**src/rtl/ahbl_to_apb.sv**
```systemverilog
// AHB-Lite slave to APB3 master bridge, one outstanding transfer.
// Each accepted AHB address phase becomes one APB SETUP/ACCESS sequence.
module ahbl_to_apb #(
    parameter int unsigned W_HADDR = 32,
    parameter int unsigned W_PADDR = 16,
    parameter int unsigned W_DATA  = 32
) (
    input  logic               clk,
    input  logic               rst,

    input  logic               ahbls_hready,
    output logic               ahbls_hready_resp,
    output logic               ahbls_hresp,
    input  logic [W_HADDR-1:0] ahbls_haddr,
    input  logic               ahbls_hwrite,
    input  logic [1:0]         ahbls_htrans,
    input  logic [2:0]         ahbls_hsize,
    input  logic [2:0]         ahbls_hburst,
    input  logic [3:0]         ahbls_hprot,
    input  logic               ahbls_hmastlock,
    input  logic [W_DATA-1:0]  ahbls_hwdata,
    output logic [W_DATA-1:0]  ahbls_hrdata,

    output logic [W_PADDR-1:0] apbm_paddr,
    output logic               apbm_psel,
    output logic               apbm_penable,
    output logic               apbm_pwrite,
    output logic [W_DATA-1:0]  apbm_pwdata,
    input  logic               apbm_pready,
    input  logic [W_DATA-1:0]  apbm_prdata,
    input  logic               apbm_pslverr
);

    // hsize encoding of a full-width transfer: log2(W_DATA/8)
    localparam logic [2:0] HSIZE_FULL = (W_DATA == 64) ? 3'd3 : 3'd2;

    typedef enum logic [2:0] {
        S_IDLE    = 3'd0,
        S_WR_DATA = 3'd1,
        S_SETUP   = 3'd2,
        S_ACCESS  = 3'd3,
        S_ERR1    = 3'd4,
        S_ERR2    = 3'd5
    } state_t;

    state_t state;
    state_t state_next;
    state_t addr_state;
    logic   accept;
    logic   load_addr;

    logic unused;
    assign unused = ^{ahbls_haddr[W_HADDR-1:W_PADDR], ahbls_htrans[0],
                      ahbls_hburst, ahbls_hprot, ahbls_hmastlock};

    assign ahbls_hrdata = apbm_prdata;

    // Destination state for an address phase offered this cycle
    always_comb begin
        accept = ahbls_hready && ahbls_htrans[1];
        if (!accept) begin
            addr_state = S_IDLE;
        end else if (!ahbls_hwrite) begin
            addr_state = S_SETUP;
        end else if (ahbls_hsize == HSIZE_FULL) begin
            addr_state = S_WR_DATA;
        end else begin
            addr_state = S_ERR1;
        end
    end

    always_comb begin
        state_next        = state;
        ahbls_hready_resp = 1'b1;
        ahbls_hresp       = 1'b0;
        load_addr         = 1'b0;
        case (state)
            S_IDLE: begin
                state_next = addr_state;
                load_addr  = accept;
            end
            S_WR_DATA: begin
                ahbls_hready_resp = 1'b0;
                state_next        = S_SETUP;
            end
            S_SETUP: begin
                ahbls_hready_resp = 1'b0;
                state_next        = S_ACCESS;
            end
            S_ACCESS: begin
                if (!apbm_pready) begin
                    ahbls_hready_resp = 1'b0;
                end else if (apbm_pslverr) begin
                    // This cycle is the first of the two-cycle ERROR response
                    ahbls_hready_resp = 1'b0;
                    ahbls_hresp       = 1'b1;
                    state_next        = S_ERR2;
                end else begin
                    state_next = addr_state;
                    load_addr  = accept;
                end
            end
            S_ERR1: begin
                ahbls_hready_resp = 1'b0;
                ahbls_hresp       = 1'b1;
                state_next        = S_ERR2;
            end
            S_ERR2: begin
                ahbls_hresp = 1'b1;
                state_next  = addr_state;
                load_addr   = accept;
            end
            default: begin
                state_next = S_IDLE;
            end
        endcase
    end

    always_ff @(posedge clk) begin
        if (rst) begin
            state <= S_IDLE;
        end else begin
            state <= state_next;
        end
    end

    // APB outputs registered from the next state so they align with it
    always_ff @(posedge clk) begin
        if (rst) begin
            apbm_psel    <= 1'b0;
            apbm_penable <= 1'b0;
            apbm_paddr   <= '0;
            apbm_pwrite  <= 1'b0;
            apbm_pwdata  <= '0;
        end else begin
            apbm_psel    <= (state_next == S_SETUP) || (state_next == S_ACCESS);
            apbm_penable <= (state_next == S_ACCESS);
            if (load_addr) begin
                apbm_paddr  <= ahbls_haddr[W_PADDR-1:0];
                apbm_pwrite <= ahbls_hwrite;
            end
            if (state == S_WR_DATA) begin
                apbm_pwdata <= ahbls_hwdata;
            end
        end
    end

endmodule

```
**config.mk**
```make
export PLATFORM = sky130hd
export DESIGN_NAME = ahbl_to_apb
export DESIGN_NICKNAME = d
export VERILOG_FILES = /design/src/rtl/ahbl_to_apb.sv
export SDC_FILE = /design/constraint.sdc
export NUM_CORES = 1
export LEC_CHECK = 0
export CAP_MARGIN = 20
export CELL_PAD_IN_SITES_DETAIL_PLACEMENT = 1
export CELL_PAD_IN_SITES_GLOBAL_PLACEMENT = 1
export CORE_MARGIN = 4
export CORE_UTILIZATION = 21
export CTS_CLUSTER_DIAMETER = 80
export CTS_CLUSTER_SIZE = 16
export DETAILED_ROUTE_END_ITERATION = 10
export GPL_ROUTABILITY_DRIVEN = 0
export PLACE_DENSITY_LB_ADDON = 0.05
export SLEW_MARGIN = 20
export SYNTH_ARGS = -nofsm -noshare
export SYNTH_HDL_FRONTEND = slang
export SYNTH_SLANG_ARGS = --single-unit
```
**constraint.sdc**
```tcl
create_clock -name clk -period 2.2 [get_ports clk]
set_input_delay 0.44 -clock clk [delete_from_list [all_inputs] [get_ports clk]]
set_output_delay 0.44 -clock clk [all_outputs]
set_load 0.01 [all_outputs]
```
Yosys cells after proc, flatten, opt, wreduce, memory -nomap -nowiden
Cells that the tools add are included. Widths: inputs -> output; s select.

Reductions and logical operators: 6. Equal/unequal tests: 8. Muxes and demuxes: 15.

Operator list (count): $eq 3x2->1 const B (5); $mux 3 (5); $pmux 3 s5 (1); $eq 3x3->1 const B (2); $mux 1 (6); $pmux 1 s2 (3); $reduce_or 2->1 (2); $eq 3x1->1 const B (1); $logic_not 3->1 (1); $reduce_or 3->1 (1); $logic_and 1x1->1 (1); $logic_or 1x1->1 (1).

Output and inout port bits: 85. Bits of input ports: 115. Word-level logic and storage cells: 35. Register bits: 54.

Longest topological paths before layout
Gate-level depths: netlist (run 1).

Word-level depth: 9. Depth in mapped cells: 7. Gate-level depth less buffers: 4.

Least setup slack after synthesis (run 1)
No wires, ideal clock.

Path kind: input -> register. Start: in apbm_pslverr. End: reg apbm_paddr[10]. Arrival: 1.419 ns. Data required time: 2.076 ns. Library setup time: 0.124 ns. Path slack: 0.657 ns. Cell stages on the path: 6. Path buffers: 2. Path through: nand4b_1 -> a221oi_2 -> buf_6 -> buf_12 -> mux2i_1 -> nor2_1.

Word-level cells in the longest chain between the ends: 3.

RTL lines: from (decl) (RTL line 31) `input logic apbm_pslverr`; $mux 1 (RTL line 93) `end else if (apbm_pslverr) begin`; $mux 1 (RTL line 91) `if (!apbm_pready) begin`; $pmux 1 s2 (RTL line 77) `case (state)`; to (signal assigned) (RTL line 139) `apbm_paddr <= ahbls_haddr[W_PADDR-1:0];`; to (decl) (RTL line 24) `output logic [W_PADDR-1:0] apbm_paddr,`.

Every way passes these cells. A chain may end at the register's enable or synchronous reset.

Worst setup path after layout (run 1)
Start: in apbm_pready. End: out ahbls_hresp.

Word-level cells in the longest chain between the ends: 2.

RTL lines: from (decl) (RTL line 29) `input logic apbm_pready,`; $mux 1 (RTL line 91); $pmux 1 s2 (RTL line 77); to (decl) (RTL line 13) `output logic ahbls_hresp,`.

Every way passes these cells.

==> results of run 1 <==
cells by family after synthesis:
group,synth area share (%)
DFF,46.6
and+or+nand+nor,18.1
AOI/OAI and AO/OA,11.6
adders and majority gates,0.432
buffers and inverters,16.0
muxes,7.34
registers in the layout, indices dropped and copies added (netlist names):
signal / cells
apbm_pwdata: 32
apbm_penable: 1
apbm_paddr: 16
state: 3
apbm_psel: 1
apbm_pwrite: 1
cells in the mapped netlist, drive strengths merged (2+ instances only):
cell	count	area [µm²]
clkbuf	8	40.0
inv	4	15.0
o21ai	2	10.0
dfxtp	54	1080
nand3	3	15.0
o21ba	2	26.3
nand2	68	255
o31ai	2	15.0
a21oi	32	160
mux2i	17	170
nor2	20	75.1
buf	40	307
final timing paths:
| check | start | end |
|---|---|---|
| worst max-delay path | apbm_pready | ahbls_hresp |
| worst min-delay path | apbm_pwdata[8] | apbm_pwdata[8] |
| worst max register to register | state[1] | apbm_paddr[10] |
| worst min register to register | apbm_pwdata[8] | apbm_pwdata[8] |
repair_timing:
item                       in CTS  in global routing
resized for setup               2                  0
buffers inserted                0                  0
setup endpoints to repair       2                  0
power by group through the flow:
stage | registers, W | logic [W] | clock network [W]
after CTS | 0.00107 | 0.000506 | 0.000627
after global placement | 0.00109 | 0.000506 | 0
after detailed placement | 0.00110 | 0.000507 | 0
after global routing | 0.00108 | 0.000542 | 0.000658
final | 0.00107 | 0.000492 | 0.000572
after floorplan | 0.00112 | 0.000258 | 0
layout make-up:
cell class              count  area (µm²)  share of cell area, %
inverters                   4        15.0                  0.437
multi-input cells         163         880                   25.6
clock buffers               7        86.3                   2.51
well taps                 140         175                   5.10
flip-flops and latches     54        1080                   31.5
repair buffers            120        1190                   34.7
clock inverters             1        5.00                  0.146
placed cells by master (no fill, tap or decap), drive strengths merged, types with 2 or more instances in the layout:
cell type | netlist | routed
a21oi | 32 | 32
nand2 | 68 | 68
dlygate4sd2 | 0 | 2
dfxtp | 54 | 54
o21ba | 2 | 2
clkdlybuf4s50 | 0 | 107
nand3 | 3 | 3
mux2i | 17 | 17
nor2 | 20 | 20
clkbuf | 8 | 7
buf | 40 | 11
o21ai | 2 | 2
o31ai | 2 | 2
inv | 4 | 4
worst max-delay path, delay by kind of cell:
family	cells	cell delay, ns
AND/OR/NAND/NOR	1	0.12
AO/OA/AOI/OAI	1	0.15
buffers and inverters	2	0.83
stage by stage:
step                      hold slack [ns]  worst slack, ns  power, W  util, %
after floorplan                     0.481            0.657   0.00138        -
after global placement              0.441          -0.0670   0.00160     30.9
after detailed placement            0.449          -0.0813   0.00160     30.9
after CTS                           0.464            0.194   0.00221     31.7
after global routing                0.479            0.139   0.00228     31.7
final                               0.459            0.219   0.00214     31.7
layer usage:
layer,up-vias,part of all wire [%],track usage [%]
li1,1004,-,-
met3,4,11,5.24
met2,86,44,16.6
met5,-,0,0
met4,0,0.49,2.24
met1,942,45,13.1
==> results.py, run 1 <==
metrics = {
    "logic_synthesis": {
        "synth_enable_flop_cells": 0,
        "mappedNetlistNets": 385,
        "postSynthRegisterBits": 54,
        "synth-async-reset-ratio_pct": 0,
        "syn-mean-instance-area_um2": 8.59,
        "synth.lib_cells_used.distinct": 36,
        "synthesis.instances": 270,
        "post_synth_instance_area_um2": 2320,
        "synth_sequential_area_ratio_pct": 46.6,
        "ys_warn_count": 0,
        "synth_top_flop_cell": "sky130_fd_sc_hd__dfxtp_1",
    },
    "routing": {
        "dr.pass1.iters": 4,
        "drt_first_iter_violations": 50,
        "drt-total-wl_um": 6760,
        "wl_per_cell_um": 13.8,
        "dr_total_vias": 2036,
        "drc": 0,
        "antenna_violating_nets_post_route": 0,
        "drt-vias-per-instance": 4.16,
    },
    "placement": {
        "number_of_placed_instances_taps_included": 481,
        "buffer_ports.inserted": 110,
        "placed_cell_area_um2": 3350,
        "dp_hpwl_um": 4900,
    },
    "cells_and_area": {
        "drive_gt1_share_pct": 6.30,
        "layout.nets": 463,
        "fill_cells": 1283,
        "area_delta_synth_final_pct": 48.1,
        "insertedDiodeCount": 0,
        "postLayoutCellArea_um2": 3440,
        "layout.cells.non_filler": 489,
    },
    "floorplan": {
        "chipWidth_um": 113,
        "coreArea_um2": 10800,
        "top_level_ports": 200,
        "initial_core_utilization_pct": 21.4,
        "floorplan.rows": 38,
        "fp.dieH_um": 113,
        "overall_die_area_um2": 12800,
    },
    "cts": {
        "cts_num_sinks": 54,
        "cts_buffer_depth": 2,
        "cts_tree": "yes",
        "cts_root_buffer": "sky130_fd_sc_hd__clkbuf_8",
        "cts_buffers": 5,
        "htree_num_levels": 2,
        "clk_latency_ns": 0.30,
        "clock_slew_seen_by_the_registers_of_the_worst_setup_and_hold_paths_ns": 0.10,
        "cts-hold-fix-buffers": 0,
    },
    "sta": {
        "finalHoldViolCount": 0,
        "timing_worst_slew_pin_value_ns": 0.447,
        "final_period_minus_worst_setup_slack_ns": 1.98,
        "worst_slew_margin_rel_pct": 70.2,
        "skew_ns": 0.00417,
        "tns_ns": 0,
        "rsz0062_at_grt": "no",
        "finalMaxSlewViolations": 0,
        "period_utilisation_layout_pct": 90.0,
        "fmax_ghz": 0.505,
        "setup_violations": 0,
    },
    "global_route": {
        "grt_max_degree": 40,
        "globalRoute.totalOverflow": 0,
        "wire_length_of_the_first_global_routing_pass_um": 11000,
        "first_global_vias": 2158,
        "grt_antenna_before_repair": 0,
        "grt_usage_pct": 10.5,
    },
    "job": {
        "max_cap_violations": 0,
    },
    "pwr": {
        "p_clk_share_pct": 26.8,
        "power.combinational.fraction_pct": 23.0,
        "flop_pwr_share_pct": 50.2,
        "p_sw_share_pct": 26.4,
        "p_int_w": 0.00157,
        "maximum_resistive_drop_on_vdd_mv": 0.214,
        "static-leakage-power_nw": 1.20,
        "pwr_density_cell_nw_per_um2": 622,
        "net-switching-power_w": 0.000563,
    },
    "setup_path": {
        "required_ns": 1.76,
        "timing.critical_path.cells": "clkdlybuf4s50_1, nand3_1, o22ai_1, dlygate4sd2_1",
        "ff2ff_path_depth": 6,
        "crit_slowest_cell": "sky130_fd_sc_hd__clkdlybuf4s50_1",
        "r2r_setup_slk_ns": 0.50,
        "setup.worst_path.end_class": "output pin",
        "worst_ep_arrival_time_ns": 1.54,
        "critical_path_peak_fanout": 3,
        "critical_path.max_stage_delay_ns": 0.52,
        "timing.setup.critical_path_class": "in -> out",
        "setup.worst_path.start_class": "input pin",
    },
    "min_path": {
        "worst_hold_path_type": "reg -> reg",
        "hold_depth": 2,
    },
    "run_status": {
        "run_status": "complete, no violations",
    },
}
(Power assumes the default switching activity.)
==> run 2: changes to the inputs <==
--- a/config.mk
+++ b/config.mk
@@ -15,6 +15,7 @@
 export DETAILED_ROUTE_END_ITERATION = 10
 export GPL_ROUTABILITY_DRIVEN = 0
 export PLACE_DENSITY_LB_ADDON = 0.05
+export SKIP_CTS_REPAIR_TIMING = 1
 export SLEW_MARGIN = 20
 export SYNTH_ARGS = -nofsm -noshare
 export SYNTH_HDL_FRONTEND = slang
==> run 2 against run 1 <==
- via count unchanged
- die area did not move
- clock-buffer cell count is the same
- critical path depth is the same
- worst setup slack better by 0.11 ns
- core utilization increased by 0.069 points
- combinational power about the same
- register-to-register slack barely moved
- critical endpoint unchanged
==> results.py, run 2 (same netlist as run 1, synthesis figures left out) <==
metrics = {
    "pwr": {
        "maximum_resistive_drop_on_vdd_mv": 0.214,
        "power.combinational.fraction_pct": 23.1,
        "p_sw_share_pct": 26.3,
        "pwr_density_cell_nw_per_um2": 621,
        "flop_pwr_share_pct": 50.1,
        "p_clk_share_pct": 26.8,
        "p_int_w": 0.00158,
        "net-switching-power_w": 0.000564,
        "static-leakage-power_nw": 1.21,
    },
    "setup_path": {
        "setup.worst_path.start_class": "input pin",
        "crit_slowest_cell": "sky130_fd_sc_hd__clkdlybuf4s50_1",
        "path_delay_family": "buffers and inverters",
        "setup.worst_path.end_class": "output pin",
        "critical_path.max_stage_delay_ns": 0.52,
        "timing.critical_path.cells": "clkdlybuf4s50_1, nand3_1, o22ai_1, dlymetal6s2s_1",
        "timing.setup.critical_path_class": "in -> out",
        "ff2ff_path_depth": 6,
        "worst_ep_arrival_time_ns": 1.43,
        "r2r_setup_slk_ns": 0.50,
        "r2r_end": "apbm_paddr[10]",
        "required_ns": 1.76,
        "critPathBufInv": 2,
        "critical_path_peak_fanout": 3,
        "timing.rr.start": "state[1]",
    },
    "floorplan": {
        "floorplan.rows": 38,
        "fp.dieH_um": 113,
        "top_level_ports": 200,
        "overall_die_area_um2": 12800,
        "initial_core_utilization_pct": 21.4,
        "coreArea_um2": 10800,
        "chipWidth_um": 113,
    },
    "cells_and_area": {
        "reg_top3": "apbm_pwdata x32, apbm_paddr x16, state x3",
        "layout.cells.most_common_list": "sky130_fd_sc_hd__clkdlybuf4s50_1 (107), sky130_fd_sc_hd__nand2_1 (68), sky130_fd_sc_hd__dfxtp_1 (54)",
        "insertedDiodeCount": 0,
        "area_delta_synth_final_pct": 48.4,
        "mostFrequentLayoutCell": "sky130_fd_sc_hd__clkdlybuf4s50_1",
        "fill_cells": 1285,
        "top_register": "apbm_pwdata",
        "layout.nets": 463,
        "drive_gt1_share_pct": 6.30,
        "largest_register_ff_count": 32,
        "fin_util_pct": 31.8,
    },
    "run_status": {
        "run_status": "complete, no violations",
    },
    "sta": {
        "finalHoldViolCount": 0,
        "setup_violations": 0,
        "period_utilisation_layout_pct": 85.0,
        "timing_worst_slew_pin_value_ns": 0.447,
        "finalMaxSlewViolations": 0,
        "rsz0062_at_grt": "no",
        "fmax_ghz": 0.535,
        "skew_ns": 0.00380,
        "final_period_minus_worst_setup_slack_ns": 1.87,
        "worst_slew_margin_rel_pct": 70.2,
        "fin_ws_ns": 0.330,
    },
    "min_path": {
        "hold_depth": 2,
        "worst_hold_path_type": "reg -> reg",
        "hold_start": "apbm_pwdata[8]",
        "whs_endpoint": "apbm_pwdata[8]",
    },
    "routing": {
        "drt-total-wl_um": 6770,
        "drt_first_iter_violations": 50,
        "antenna_violating_nets_post_route": 0,
        "drc": 0,
        "dr.pass1.iters": 4,
        "dr_total_vias": 2036,
        "drt-vias-per-instance": 4.16,
        "wl_per_cell_um": 13.8,
    },
    "global_route": {
        "gr-max-usage-layer": "met2",
        "grt_antenna_before_repair": 0,
        "wire_length_of_the_first_global_routing_pass_um": 11000,
        "grt_usage_pct": 10.5,
        "global_route.usage.met2_pct": 16.6,
        "grt_max_degree": 40,
        "globalRoute.totalOverflow": 0,
        "groute.layer.met3.usage_pct": 5.24,
        "first_global_vias": 2158,
        "gr-usage-met1_pct": 13.1,
    },
    "cts": {
        "htree_num_levels": 2,
        "clock_slew_seen_by_the_registers_of_the_worst_setup_and_hold_paths_ns": 0.10,
        "clk_latency_ns": 0.29,
        "cts_buffer_depth": 2,
        "cts_root_buffer": "sky130_fd_sc_hd__clkbuf_8",
        "cts_tree": "yes",
        "cts_buffers": 5,
        "cts_num_sinks": 54,
    },
    "placement": {
        "dp_hpwl_um": 4900,
        "place_ws_ns": -0.0813,
        "buffer_ports.inserted": 110,
    },
    "job": {
        "max_cap_violations": 0,
    },
}
## run 2: cell count changes in the layout (fill, tap and decap cells not counted), sizes merged
cell / previous run / this run
dlygate4sd2: 2 / 0
dlymetal6s2s: 0 / 2
## run 2: metal layers
layer | vias up | share of wire [%]
met5 | - | 0
met4 | 0 | 0.49
met3 | 4 | 11
met2 | 86 | 44
met1 | 942 | 45
li1 | 1004 | -
## run 2: power groups by stage
stage / Sequential, W / Combinational [W] / Clock (W)
2_1_floorplan: 0.00112 / 0.000258 / 0
3_3_place_gp: 0.00109 / 0.000506 / 0
3_5_place_dp: 0.00110 / 0.000507 / 0
4_1_cts: 0.00107 / 0.000510 / 0.000627
5_1_grt: 0.00108 / 0.000544 / 0.000658
6_report: 0.00107 / 0.000494 / 0.000573
## run 2: tightest hold or removal path, cell delays in order (launching register included)
cell                      delay [ns]
sky130_fd_sc_hd__dfxtp_1        0.32
sky130_fd_sc_hd__nand2_1        0.05
sky130_fd_sc_hd__a21oi_1        0.05
## run 2: worst max-delay path by stage
| stage | cells past startpoint | startpoint | to | slack (ns) |
|---|---|---|---|---|
| 4_1_cts | 4 | apbm_pready | ahbls_hresp | -0.09 |
| 5_1_grt | 7 | apbm_pslverr | apbm_paddr[5] | 0.24 |
| 2_1_floorplan | 6 | apbm_pslverr | apbm_paddr[10] | 0.66 |
| 6_report | 4 | apbm_pready | ahbls_hresp | 0.33 |
| 3_5_place_dp | 4 | apbm_pready | ahbls_hresp | -0.08 |
| 3_3_place_gp | 4 | apbm_pready | ahbls_hresp | -0.07 |
## run 2: layout make-up
class,instances,area (µm²),area share [%]
repair buffers,120,1200,34.9
flip-flops and latches,54,1080,31.4
multi-input cells,163,880,25.5
well taps,140,175,5.09
clock buffers,7,86.3,2.51
inverters,4,15.0,0.436
clock inverters,1,5.00,0.145
## run 2: metrics by stage
stage / hold WS (ns) / setup TNS [ns] / total power, W / instance area (µm²) / cells
after CTS: 0.464 / -0.132 / 0.00221 / 3440 / 489
after global routing: 0.479 / 0 / 0.00229 / 3440 / 489
after detailed placement: 0.449 / -0.123 / 0.00160 / 3350 / 481
after floorplan: 0.481 / 0 / 0.00138 / 2320 / 270
final: 0.459 / 0 / 0.00214 / 3440 / 489
after global placement: 0.441 / -0.125 / 0.00160 / 3350 / 481
==> run 3: changes to the inputs <==
--- a/config.mk
+++ b/config.mk
@@ -6,10 +6,8 @@
 export NUM_CORES = 1
 export LEC_CHECK = 0
 export CAP_MARGIN = 20
-export CELL_PAD_IN_SITES_DETAIL_PLACEMENT = 1
-export CELL_PAD_IN_SITES_GLOBAL_PLACEMENT = 1
 export CORE_MARGIN = 4
-export CORE_UTILIZATION = 21
+export CORE_UTILIZATION = 32
 export CTS_CLUSTER_DIAMETER = 80
 export CTS_CLUSTER_SIZE = 16
 export DETAILED_ROUTE_END_ITERATION = 10
==> run 3 against run 2 <==
- cell count down 9.4%
- clock skew up 0.0048 ns
- hold slack got worse by 0.073 ns
- total power grew 2.6%
- routed wire length down 13%
- clock-buffer cell count unchanged
- non-clock buffer count fell by 2
- critical path depth unchanged
- worst setup slack lost 0.0063 ns
- fmax down 0.33%
- largest power group unchanged
==> results.py, run 3 (same netlist as run 1, synthesis figures left out) <==
metrics = {
    "placement": {
        "buffer_ports.inserted": 110,
        "dp_hpwl_um": 4140,
        "place_ws_ns": -0.0730,
        "placed_cell_area_um2": 3260,
    },
    "run_status": {
        "run_status": "complete, no violations",
    },
    "sta": {
        "worst_slew_margin_rel_pct": 64.8,
        "skew_ns": 0.00865,
        "setup_violations": 0,
        "period_utilisation_layout_pct": 85.3,
        "rsz0062_at_grt": "no",
        "final_period_minus_worst_setup_slack_ns": 1.88,
        "fin_ws_ns": 0.324,
        "tns_ns": 0,
        "fmax_ghz": 0.533,
        "timing_worst_slew_pin_value_ns": 0.528,
        "finalMaxSlewViolations": 0,
        "finalHoldViolCount": 0,
    },
    "cells_and_area": {
        "layout.cells.most_common_list": "sky130_fd_sc_hd__clkdlybuf4s50_1 (107), sky130_fd_sc_hd__nand2_1 (68), sky130_fd_sc_hd__dfxtp_1 (52)",
        "drive_gt1_share_pct": 6.05,
        "top_register": "apbm_pwdata",
        "area_delta_synth_final_pct": 45.6,
        "layout.nets": 461,
        "insertedDiodeCount": 0,
        "reg_top3": "apbm_pwdata x32, apbm_paddr x16, state x3",
        "mostFrequentLayoutCell": "sky130_fd_sc_hd__clkdlybuf4s50_1",
        "postLayoutCellArea_um2": 3380,
        "largest_register_ff_count": 32,
    },
    "routing": {
        "drt-vias-per-instance": 4.45,
        "drt-total-wl_um": 5870,
        "wl_per_cell_um": 13.3,
        "antenna_violating_nets_post_route": 0,
        "dr.pass1.iters": 4,
        "drc": 0,
        "dr_total_vias": 1972,
        "drt_first_iter_violations": 57,
    },
    "pwr": {
        "maximum_resistive_drop_on_vdd_mv": 0.212,
        "pwr_density_cell_nw_per_um2": 650,
        "p_clk_share_pct": 29.5,
        "net-switching-power_w": 0.000542,
        "p_sw_share_pct": 24.7,
        "flop_pwr_share_pct": 49.1,
        "p_int_w": 0.00165,
        "static-leakage-power_nw": 1.21,
        "power.combinational.fraction_pct": 21.4,
    },
    "global_route": {
        "wire_length_of_the_first_global_routing_pass_um": 8980,
        "grt_antenna_before_repair": 0,
        "gr-max-usage-layer": "met2",
        "grt_max_degree": 49,
        "grt_usage_pct": 13.0,
        "global_route.usage.met2_pct": 19.4,
        "first_global_vias": 1828,
        "groute.layer.met3.usage_pct": 7.72,
        "gr-usage-met1_pct": 15.6,
        "globalRoute.totalOverflow": 0,
    },
    "setup_path": {
        "required_ns": 1.76,
        "worst_ep_arrival_time_ns": 1.44,
        "setup.worst_path.end_class": "output pin",
        "timing.rr.start": "state[0]",
        "timing.setup.critical_path_class": "in -> out",
        "critical_path.startpoint": "apbm_pready",
        "critical_path_peak_fanout": 3,
        "ff2ff_path_depth": 6,
        "r2r_setup_slk_ns": 0.48,
        "setup.worst_path.start_class": "input pin",
    },
    "floorplan": {
        "overall_die_area_um2": 8680,
        "top_level_ports": 200,
        "initial_core_utilization_pct": 33.6,
        "chipWidth_um": 93.1,
        "coreArea_um2": 6910,
        "floorplan.rows": 30,
        "fp.dieH_um": 93.1,
    },
    "job": {
        "max_cap_violations": 0,
    },
    "cts": {
        "cts_tree": "yes",
        "cts_buffers": 5,
        "cts_root_buffer": "sky130_fd_sc_hd__clkbuf_8",
        "clk_latency_ns": 0.30,
        "clock_slew_seen_by_the_registers_of_the_worst_setup_and_hold_paths_ns": 0.09,
        "htree_num_levels": 2,
        "cts_buffer_depth": 2,
        "cts_num_sinks": 54,
    },
    "min_path": {
        "hold_start": "rst",
        "hold_depth": 2,
        "worst_hold_path_type": "in -> reg",
    },
}
## run 3: cell count changes in the layout (fill, tap and decap cells not counted), sizes merged
cell,change
buf,-2
clkinv,-1
bufinv,+1
## run 3: final timing paths
kind                                        end
worst max-delay path                ahbls_hresp
worst min-delay path            apbm_pwdata[28]
worst max register to register   apbm_paddr[14]
worst min register to register   apbm_pwdata[7]
## run 3: power groups by stage
stage / combinational (W) / clock [W] / sequential (W)
2_1_floorplan: 0.000258 / 0 / 0.00112
4_1_cts: 0.000481 / 0.000690 / 0.00108
3_5_place_dp: 0.000479 / 0 / 0.00110
3_3_place_gp: 0.000477 / 0 / 0.00110
5_1_grt: 0.000511 / 0.000727 / 0.00109
6_report: 0.000471 / 0.000648 / 0.00108
## run 3: area by class of cell
type	count	area [µm²]
inverter	4	15.0
clock buffer	7	76.3
clock inverter	1	30.0
sequential	54	1080
timing repair buffer	118	1170
fill	709	3530
tap	96	120
multi-input combinational	163	880
## run 3: critical path, stage by stage
cell,delay [ns]
sky130_fd_sc_hd__clkdlybuf4s50_1,0.53
sky130_fd_sc_hd__nand3_1,0.12
sky130_fd_sc_hd__o22ai_1,0.14
sky130_fd_sc_hd__dlymetal6s2s_1,0.21
## run 3: routing by layer
layer | vias to the layer above | routed length [µm] | part of all wire (%)
li1 | 999 | - | -
met1 | 878 | 2560 | 44
met2 | 86 | 2450 | 42
met3 | 9 | 784 | 13
met4 | 0 | 70 | 1.2
met5 | - | 0 | 0
## run 3: stage by stage
| step | cells | total power (W) | utilization [%] | hold slack, ns |
|---|---|---|---|---|
| after floorplan | 270 | 0.00138 | - | 0.481 |
| after global placement | 435 | 0.00157 | 47.3 | 0.441 |
| after detailed placement | 435 | 0.00158 | 47.3 | 0.447 |
| after CTS | 443 | 0.00225 | 48.8 | 0.373 |
| after global routing | 443 | 0.00233 | 48.9 | 0.365 |
| final | 443 | 0.00220 | 48.9 | 0.386 |
